File: src/rtl/bcd_timer_pkg.sv
// Shared types and helpers for the minutes:seconds BCD timer.
package bcd_timer_pkg;

    typedef enum logic [1:0] {
        IDLE  = 2'd0,
        RUN   = 2'd1,
        PAUSE = 2'd2
    } state_t;

    typedef logic [3:0] bcd_t;

    localparam bcd_t SEC_TENS_MAX = 4'd5;
    localparam bcd_t DIGIT_MAX    = 4'd9;

    typedef struct packed {
        logic carry;
        bcd_t digit;
    } bcd_inc_t;

    // Wraps to 0 with carry once the digit reaches its top value.
    function automatic bcd_inc_t bcd_inc(input bcd_t d, input bcd_t top);
        bcd_inc_t r;
        if (d >= top) begin
            r.carry = 1'b1;
            r.digit = 4'd0;
        end else begin
            r.carry = 1'b0;
            r.digit = d + 4'd1;
        end
        return r;
    endfunction

endpackage

File: src/rtl/bcd_timer_tick_sync.sv
// Synchroniser for the divided-clock toggle plus rising-edge detector.
module tick_sync_edge #(
    parameter int SYNC_STAGES = 2
) (
    input  logic clk,
    input  logic rst_n,
    input  logic tick_in,
    output logic tick_edge
);

    logic [SYNC_STAGES-1:0] sync_q;
    logic                   hist_q;

    always_ff @(posedge clk) begin
        if (!rst_n) begin
            sync_q <= '0;
            hist_q <= 1'b0;
        end else begin
            sync_q <= {sync_q[SYNC_STAGES-2:0], tick_in};
            hist_q <= sync_q[SYNC_STAGES-1];
        end
    end

    assign tick_edge = sync_q[SYNC_STAGES-1] & ~hist_q;

endmodule

File: src/rtl/bcd_timer.sv
// Minutes:seconds BCD timer counting rising edges of the divided clock.
// Optional alarm compare enabled by defining BCD_TIMER_ALARM_EN.
//
//   state | meaning
//   IDLE  | count held at 00:00, waiting for start
//   RUN   | each synchronised tick edge advances the count
//   PAUSE | count frozen, start resumes, clear returns to IDLE
module bcd_timer
    import bcd_timer_pkg::*;
#(
    parameter int SYNC_STAGES = 2,
    parameter int MAX_MIN     = 59
) (
    input  logic       clk,
    input  logic       rst_n,
    input  logic       tick_in,
    input  logic       start,
    input  logic       stop,
    input  logic       clear,
    input  logic [7:0] alarm_min,
    input  logic [7:0] alarm_sec,
    output logic [7:0] min_bcd,
    output logic [7:0] sec_bcd,
    output logic       running,
    output logic       sec_pulse,
    output logic       rollover,
    output logic       alarm
);

    localparam bcd_t       MIN_TENS_TOP  = bcd_t'(MAX_MIN / 10);
    localparam bcd_t       MIN_UNITS_TOP = bcd_t'(MAX_MIN % 10);
    localparam logic [7:0] MIN_TOP       = {MIN_TENS_TOP, MIN_UNITS_TOP};

    state_t     state_q;
    logic [7:0] min_q, sec_q;
    logic [7:0] min_d, sec_d;
    logic       running_q, sec_pulse_q, rollover_q, alarm_q;
    logic       wrap_d, alarm_hit;
    logic       tick_edge;
    bcd_inc_t   sec_u, sec_t, min_u;

    tick_sync_edge #(
        .SYNC_STAGES (SYNC_STAGES)
    ) u_tick_sync (
        .clk       (clk),
        .rst_n     (rst_n),
        .tick_in   (tick_in),
        .tick_edge (tick_edge)
    );

    always_comb begin
        sec_u  = bcd_inc(sec_q[3:0], DIGIT_MAX);
        sec_t  = bcd_inc(sec_q[7:4], SEC_TENS_MAX);
        min_u  = bcd_inc(min_q[3:0], DIGIT_MAX);
        sec_d  = {sec_q[7:4], sec_u.digit};
        min_d  = min_q;
        wrap_d = 1'b0;
        if (sec_u.carry) begin
            sec_d = {sec_t.digit, 4'd0};
            if (sec_t.carry) begin
                if (min_q == MIN_TOP) begin
                    min_d  = 8'h00;
                    wrap_d = 1'b1;
                end else if (min_u.carry) begin
                    min_d = {min_q[7:4] + 4'd1, 4'd0};
                end else begin
                    min_d = {min_q[7:4], min_u.digit};
                end
            end
        end
    end

`ifdef BCD_TIMER_ALARM_EN
    assign alarm_hit = ({min_d, sec_d} == {alarm_min, alarm_sec});
`else
    logic unused_alarm;
    assign unused_alarm = ^{alarm_min, alarm_sec};
    assign alarm_hit    = 1'b0;
`endif

    // Clear wins over everything; in RUN a coincident edge is counted before stop.
    always_ff @(posedge clk) begin
        if (!rst_n) begin
            state_q     <= IDLE;
            min_q       <= 8'h00;
            sec_q       <= 8'h00;
            running_q   <= 1'b0;
            sec_pulse_q <= 1'b0;
            rollover_q  <= 1'b0;
            alarm_q     <= 1'b0;
        end else begin
            sec_pulse_q <= 1'b0;
            rollover_q  <= 1'b0;
            alarm_q     <= 1'b0;
            case (state_q)
                IDLE: begin
                    if (!clear && start) begin
                        state_q   <= RUN;
                        running_q <= 1'b1;
                    end
                end
                RUN: begin
                    if (clear) begin
                        state_q   <= IDLE;
                        running_q <= 1'b0;
                        min_q     <= 8'h00;
                        sec_q     <= 8'h00;
                    end else begin
                        if (tick_edge) begin
                            min_q       <= min_d;
                            sec_q       <= sec_d;
                            sec_pulse_q <= 1'b1;
                            rollover_q  <= wrap_d;
                            alarm_q     <= alarm_hit;
                        end
                        if (stop) begin
                            state_q   <= PAUSE;
                            running_q <= 1'b0;
                        end
                    end
                end
                PAUSE: begin
                    if (clear) begin
                        state_q   <= IDLE;
                        running_q <= 1'b0;
                        min_q     <= 8'h00;
                        sec_q     <= 8'h00;
                    end else if (start) begin
                        state_q   <= RUN;
                        running_q <= 1'b1;
                    end
                end
                default: begin
                    state_q   <= IDLE;
                    running_q <= 1'b0;
                end
            endcase
        end
    end

    assign min_bcd   = min_q;
    assign sec_bcd   = sec_q;
    assign running   = running_q;
    assign sec_pulse = sec_pulse_q;
    assign rollover  = rollover_q;
    assign alarm     = alarm_q;

endmodule

File: config.mk
export PLATFORM = sky130hd
export DESIGN_NAME = bcd_timer
export DESIGN_NICKNAME = d
export VERILOG_FILES = /design/src/rtl/bcd_timer_pkg.sv /design/src/rtl/bcd_timer_tick_sync.sv /design/src/rtl/bcd_timer.sv
export SDC_FILE = /design/constraint.sdc
export NUM_CORES = 1
export LEC_CHECK = 0
export ABC_AREA = 1
export BUFFER_PORTS_ARGS = -buffer_cell sky130_fd_sc_hd__buf_2
export CORE_UTILIZATION = 54
export CTS_BUF_LIST = sky130_fd_sc_hd__clkbuf_4 sky130_fd_sc_hd__clkbuf_8 sky130_fd_sc_hd__clkbuf_16
export DETAILED_ROUTE_END_ITERATION = 12
export PLACE_DENSITY_LB_ADDON = 0.15
export SYNTH_ARGS = -nofsm -noshare
export SYNTH_HDL_FRONTEND = slang
export SYNTH_HIERARCHICAL = 1
export SYNTH_SLANG_ARGS = --single-unit
File: constraint.sdc
create_clock -name clk -period 4.2 [get_ports clk]
set_input_delay 0.84 -clock clk [delete_from_list [all_inputs] [get_ports clk]]
set_output_delay 0.84 -clock clk [all_outputs]
set_load 0.005 [all_outputs]
# --- Word level (Yosys, flattened, before mapping) ---
# Index checks and enable logic that the tools add are counted.
word_totals:
  ramBits: 0
  latch_bits: 0
  elab_cells: 75
  rom_bits: 0
  output_inout_bits: 20
  regBits: 24
  in_bits: 22
  mem_count: 0
op_classes:
  magnitude_cmp: 3
  addsub: 4
  reduce_logical: 11
  shifts: 0
  div_mod_pow: 0
  multipliers: 0
  n_eq_ne: 11
  n_mux: 29
  bitwise_logic: 7
ops:
  columns: ["operator", "count"]
  rows:
  - ["two-way mux 8 bit", 10]
  - ["case mux 8 bit (2 select lines)", 2]
  - ["adder 4 x 1 -> 4 bit (second input constant)", 4]
  - ["two-way mux 5 bit", 3]
  - ["inequality test 3 bit (second input constant)", 5]
  - ["two-way mux 2 bit", 5]
  - ["== test 8 x 7 -> 1 bit (second input constant)", 1]
  - ["greater-or-equal comparator 4 bit (second input constant)", 2]
  - ["two-way mux 1 bit", 7]
  - ["inverter 1 bit", 6]
  - ["case mux 2 bit (3 select lines)", 1]
  - ["AND reduction 3 bit", 2]
  - ["AND reduction 6 bit", 1]
  - ["OR reduction 6 bit", 1]
  - ["AND reduction 5 bit", 1]
  - ["greater-or-equal comparator 4 x 3 -> 1 bit (second input constant)", 1]
  - ["inequality test 2 bit (second input constant)", 2]
  - ["inequality test 4 bit (second input constant)", 1]
  - ["AND reduction 4 bit", 1]
  - ["case mux 1 bit (3 select lines)", 1]
  - ["OR reduction 3 bit", 1]
  - ["== test 2 x 1 -> 1 bit (second input constant)", 1]
  - ["== test 2 bit (second input constant)", 1]
  - ["logical NOT 2 bit", 1]
  - ["4 further kinds", 4]

# --- Depth between registers and ports, before layout ---
logic_depth:
  ltp_word: 9
  mapped_depth: 12
  ltp_nobuf: 12

# --- Cells and area by module ---
# Netlist, hierarchy kept.
by_module_without_submodules:
  columns: ["module", "cells_each", "seq_area_each_um2", "instances", "area_each_um2"]
  rows:
  - ["bcd_timer", 176, 420.4, 1, 1272.5]
  - ["tick_sync_edge", 11, 60.1, 1, 92.6]

# --- Least setup slack after synthesis ---
# Ideal clock, no wire load.
synth_path:
  kind: "in2reg"
  start: "input port clear"
  end: "register min_q[0], in the netlist min_bcd[0]"
  path_slack_ns: 2.584
  required_ns: 4.073
  setup_time_ns: 0.127
  path_stages: 6
  arrival_ns: 1.490
  path_buffers: 0
  path_cell_list: "nor2_4 -> inv_2 -> nor2_1 -> nor2_4 -> o21ai_0 -> a21oi_1"
synth_between:
  elab_chain_len: 2
  elab_cells_between_ends: 7
  cone_classes: "eq/ne: 4; mux: 2; reduce/logical: 1"
synth_rtl:
  columns: ["item", "line_no", "source"]
  rows:
  - ["from (decl)", "bcd_timer.sv:19", "input logic clear,"]
  - ["inequality test 3 bit (no source line) (tied with other cells)", null, null]
  - ["AND reduction 5 bit (no source line) / case mux 8 bit (2 select lines) (equally long branches)", null, null]
  - ["to (signal assigned)", "bcd_timer.sv:110", "min_q <= min_d;"]
  - ["to (decl)", "bcd_timer.sv:35", "logic [7:0] min_q, sec_q;"]
# Parallel ways exist; a longest one is shown, timed or not.
# A chain may end at the register's enable or synchronous reset.

# --- Worst setup path in the final report ---
layout_path:
  start: "register min_q[4], in the netlist min_bcd[4]"
  end: "output port min_bcd[4]"
layout_rtl:
  columns: ["item", "line_no", "source"]
  rows:
  - ["to (decl)", "bcd_timer.sv:22", "output logic [7:0] min_bcd,"]
# No word-level cell between the ends.

==> summary.txt <==
Run status
  – Status: completed

Critical path
  – Setup slack, reg-to-reg: 2.53 ns
  – Crit-path cells: buf_2
  – Crit Path Category: reg -> out
  – Top delay family on crit path: flip-flops
  – CP Max Fanout: 6
  – Critical path startpoint: min_bcd[4]
  – Worst R2R Path Depth: 11
  – Critical path arrival: 0.94 ns
  – WP data required: 3.36 ns
  – Slowest-stage cell, CP: dfxtp_1
  – Reg2reg end: min_bcd[7]
  – CP Buf/Inv Count: 1
  – Type of origin of the critical path: flip-flop
  – Critical Path End Type: output pin
  – R2r startpoint: sec_bcd[0]
  – Levels on crit path: 1
  – CP peak stage delay: 0.46 ns
  – CP endpoint: min_bcd[4]

Logic synthesis
  – Simple-gate share of the synthesized area: 32.9%
  – Largest family of logic cells by synthesized area: simple AND/OR/NAND/NOR gates
  – Multiplexer share of the synthesized area: 0%
  – Most common cell in the synthesized netlist: nand2_1
  – Synth Cell Area: 0.00137 mm2
  – Post-synth top cells: nand2_1, inv_1, dfxtp_1, nor2_1, a21oi_1
  – Cells after synthesis: 187
  – Synth top area cells: dfxtp_1, nand2_1, ha_1, inv_1, nor2_1
  – Post-Synth XOR/XNOR Area: 2.57%
  – Syn_area_per_cell: 7.30 um2
  – Seq/Total Area, Yosys: 35.2%
  – Synth unique cells: 26
  – Syn_nets: 220
  – Synth Register Bits: 24
  – Synth warn: 6
  – Post-synth top area share: 35.2%
  – Top FF cell, synth: dfxtp_1
  – Asr flop ratio synth: 0%
  – Yosys top cell by area: dfxtp_1
  – Post-synthesis compound-gate area fraction: 8.71%
  – Synth Area in Adders: 10.1%
  – Number of flops mapped to enable cells by yosys: 0

Clocking
  – TritonCTS clock tree: yes
  – Total CTS buffers: 3
  – H-Tree Depth: 1
  – Reg clk slew, reported paths: 0.14 ns
  – Root buf cell: clkbuf_4
  – Clock sinks: 24
  – Skew-Pair Late Insertion Delay: 0.32 ns
  – Setup Fix Bufs, Post-CTS: 0
  – CTS Hold Bufs: 0
  – CTS max path bufs: 2
  – Cts repair resizes: 0

Final layout
  – Layout cells sized above 1: 20.7%
  – Area growth syn-to-layout: 13.3%
  – Fill cell count: 212
  – # nets final: 247
  – Multi-input combinational cell area: 744 um2
  – Ant. Diodes: 0
  – Sequential Area: 480 um2

STA
  – Fmax: 562 MHz
  – Setup TNS: 0 ns
  – Tmin final: 1.78 ns
  – Finish-stage setup viols: 0
  – Period utilization: 42.4%
  – Fin. Hold Viols: 0
  – RSZ-0062 raised after global routing: no
  – Pins over their slew limit: 0
  – Layout Skew: 0.00720 ns

Power
  – Total Power: 557 uW
  – Max IR drop VDD: 246 uV
  – Pwr Density: 360 mW/mm2
  – Static leakage: 0.770 nW

Drt
  – Total vias in the final route: 1224
  – Detailed router's first-iteration violation count: 40
  – Routed len/inst: 11.3 um
  – DRC: 0
  – Vias per cell: 5.08
  – DRT Pass-1 Iters: 4
  – Antenna-violating nets left: 0
  – Post-Route WL: 2.72 mm

Place
  – Hpwl dp: 2.05 mm
  – IO Port Bufs: 24
  – GPL Wtd Cong: 0.883

Flow run
  – Max-Cap Viols: 0

Global routing
  – Largest net degree at the start of global routing: 20
  – First-pass GRT wire length: 4.64 mm
  – GRT Total Usage: 23.2%
  – Vias in the first global route: 1157
  – Initial antenna violation count: 0
  – Grt ovf: 0

Floorplanning
  – Die area: 0.00273 mm2
  – Core ar.: 0.00230 mm2
  – Effective utilization at floorplan: 59.4%
  – Die Height: 52.3 um
  – Row count: 17
  – Die width: 52.3 um
  – I/O Pins: 42

Worst hold path
  – Hold Crit Class: reg -> reg
[cell families (layout without fill, tap and decap cells)]
kind of cell	Yosys count	count (layout)
AND/OR/NAND/NOR	93	93
XOR/XNOR	4	4
AO/OA/AOI/OAI	23	23
adder cells (fa/ha/maj)	11	11
other	1	1
buffers and inverters	31	57
flip-flops	24	24
[per-stage QoR]
stage	instance area (um2)	setup WS (ns)	std cells	utilization (%)	hold WS, ns
detailed placement	1490	2.27	237	65.0	0.402
finish	1550	2.42	241	67.3	0.423
global placement	1490	2.30	237	65.0	0.391
global route	1550	2.32	241	67.3	0.461
CTS	1550	2.40	241	67.3	0.424
floorplan	1370	2.58	187	-	0.386
[worst min path at each step]
stage / start / endpoint / cells past startpoint / slack [ns]
detailed placement: u_tick_sync/sync_q[0] / u_tick_sync/sync_q[1] / 2 / 0.40
global route: u_tick_sync/sync_q[0] / u_tick_sync/sync_q[1] / 2 / 0.46
floorplan: u_tick_sync/sync_q[0] / u_tick_sync/sync_q[1] / 2 / 0.39
finish: u_tick_sync/sync_q[0] / u_tick_sync/sync_q[1] / 2 / 0.42
global placement: u_tick_sync/sync_q[0] / u_tick_sync/sync_q[1] / 2 / 0.39
CTS: u_tick_sync/sync_q[0] / u_tick_sync/sync_q[1] / 2 / 0.42
[report_power, final]
group | switching [mW] | leakage, nW | internal (mW)
logic | 0.0767 | 0.546 | 0.0452
registers | 0.0186 | 0.196 | 0.245
clock network | 0.0748 | 0.0279 | 0.0966
[flip-flops by register name, indices dropped and copies added (netlist names)]
signal              flops
u_tick_sync/hist_q      1
u_tick_sync/sync_q      2
running                 1
sec_pulse               1
sec_bcd                 8
rollover                1
state_q                 2
min_bcd                 8
[cell type report]
type / instances / area share (%)
Clock inverter: 1 / 1.94
Timing Repair Buffer: 24 / 7.77
Multi-Input combinational cell: 132 / 48.1
Inverter: 29 / 7.36
Clock buffer: 3 / 1.46
Tap cell: 28 / 2.27
Sequential cell: 24 / 31.1
[cell usage in the layout, fill, tap and decap left out, types with 2 or more instances in the layout]
cell	count
a21oi_1	13
buf_2	24
clkbuf_4	3
dfxtp_1	24
ha_1	11
inv_1	25
inv_2	3
nand2_1	41
nand2_2	2
nand2_4	4
nand3_1	8
nand4_1	6
nor2_1	22
nor2_2	2
nor2_4	2
o21ai_0	9
xor2_1	4
[layer usage]
metal	share of wire, %	GRT usage (%)
met5	0	0
met4	1.8	12.7
met3	3.0	2.90
met2	48	41.6
met1	47	26.2
Note: power is estimated with default switching activity, not from simulation.
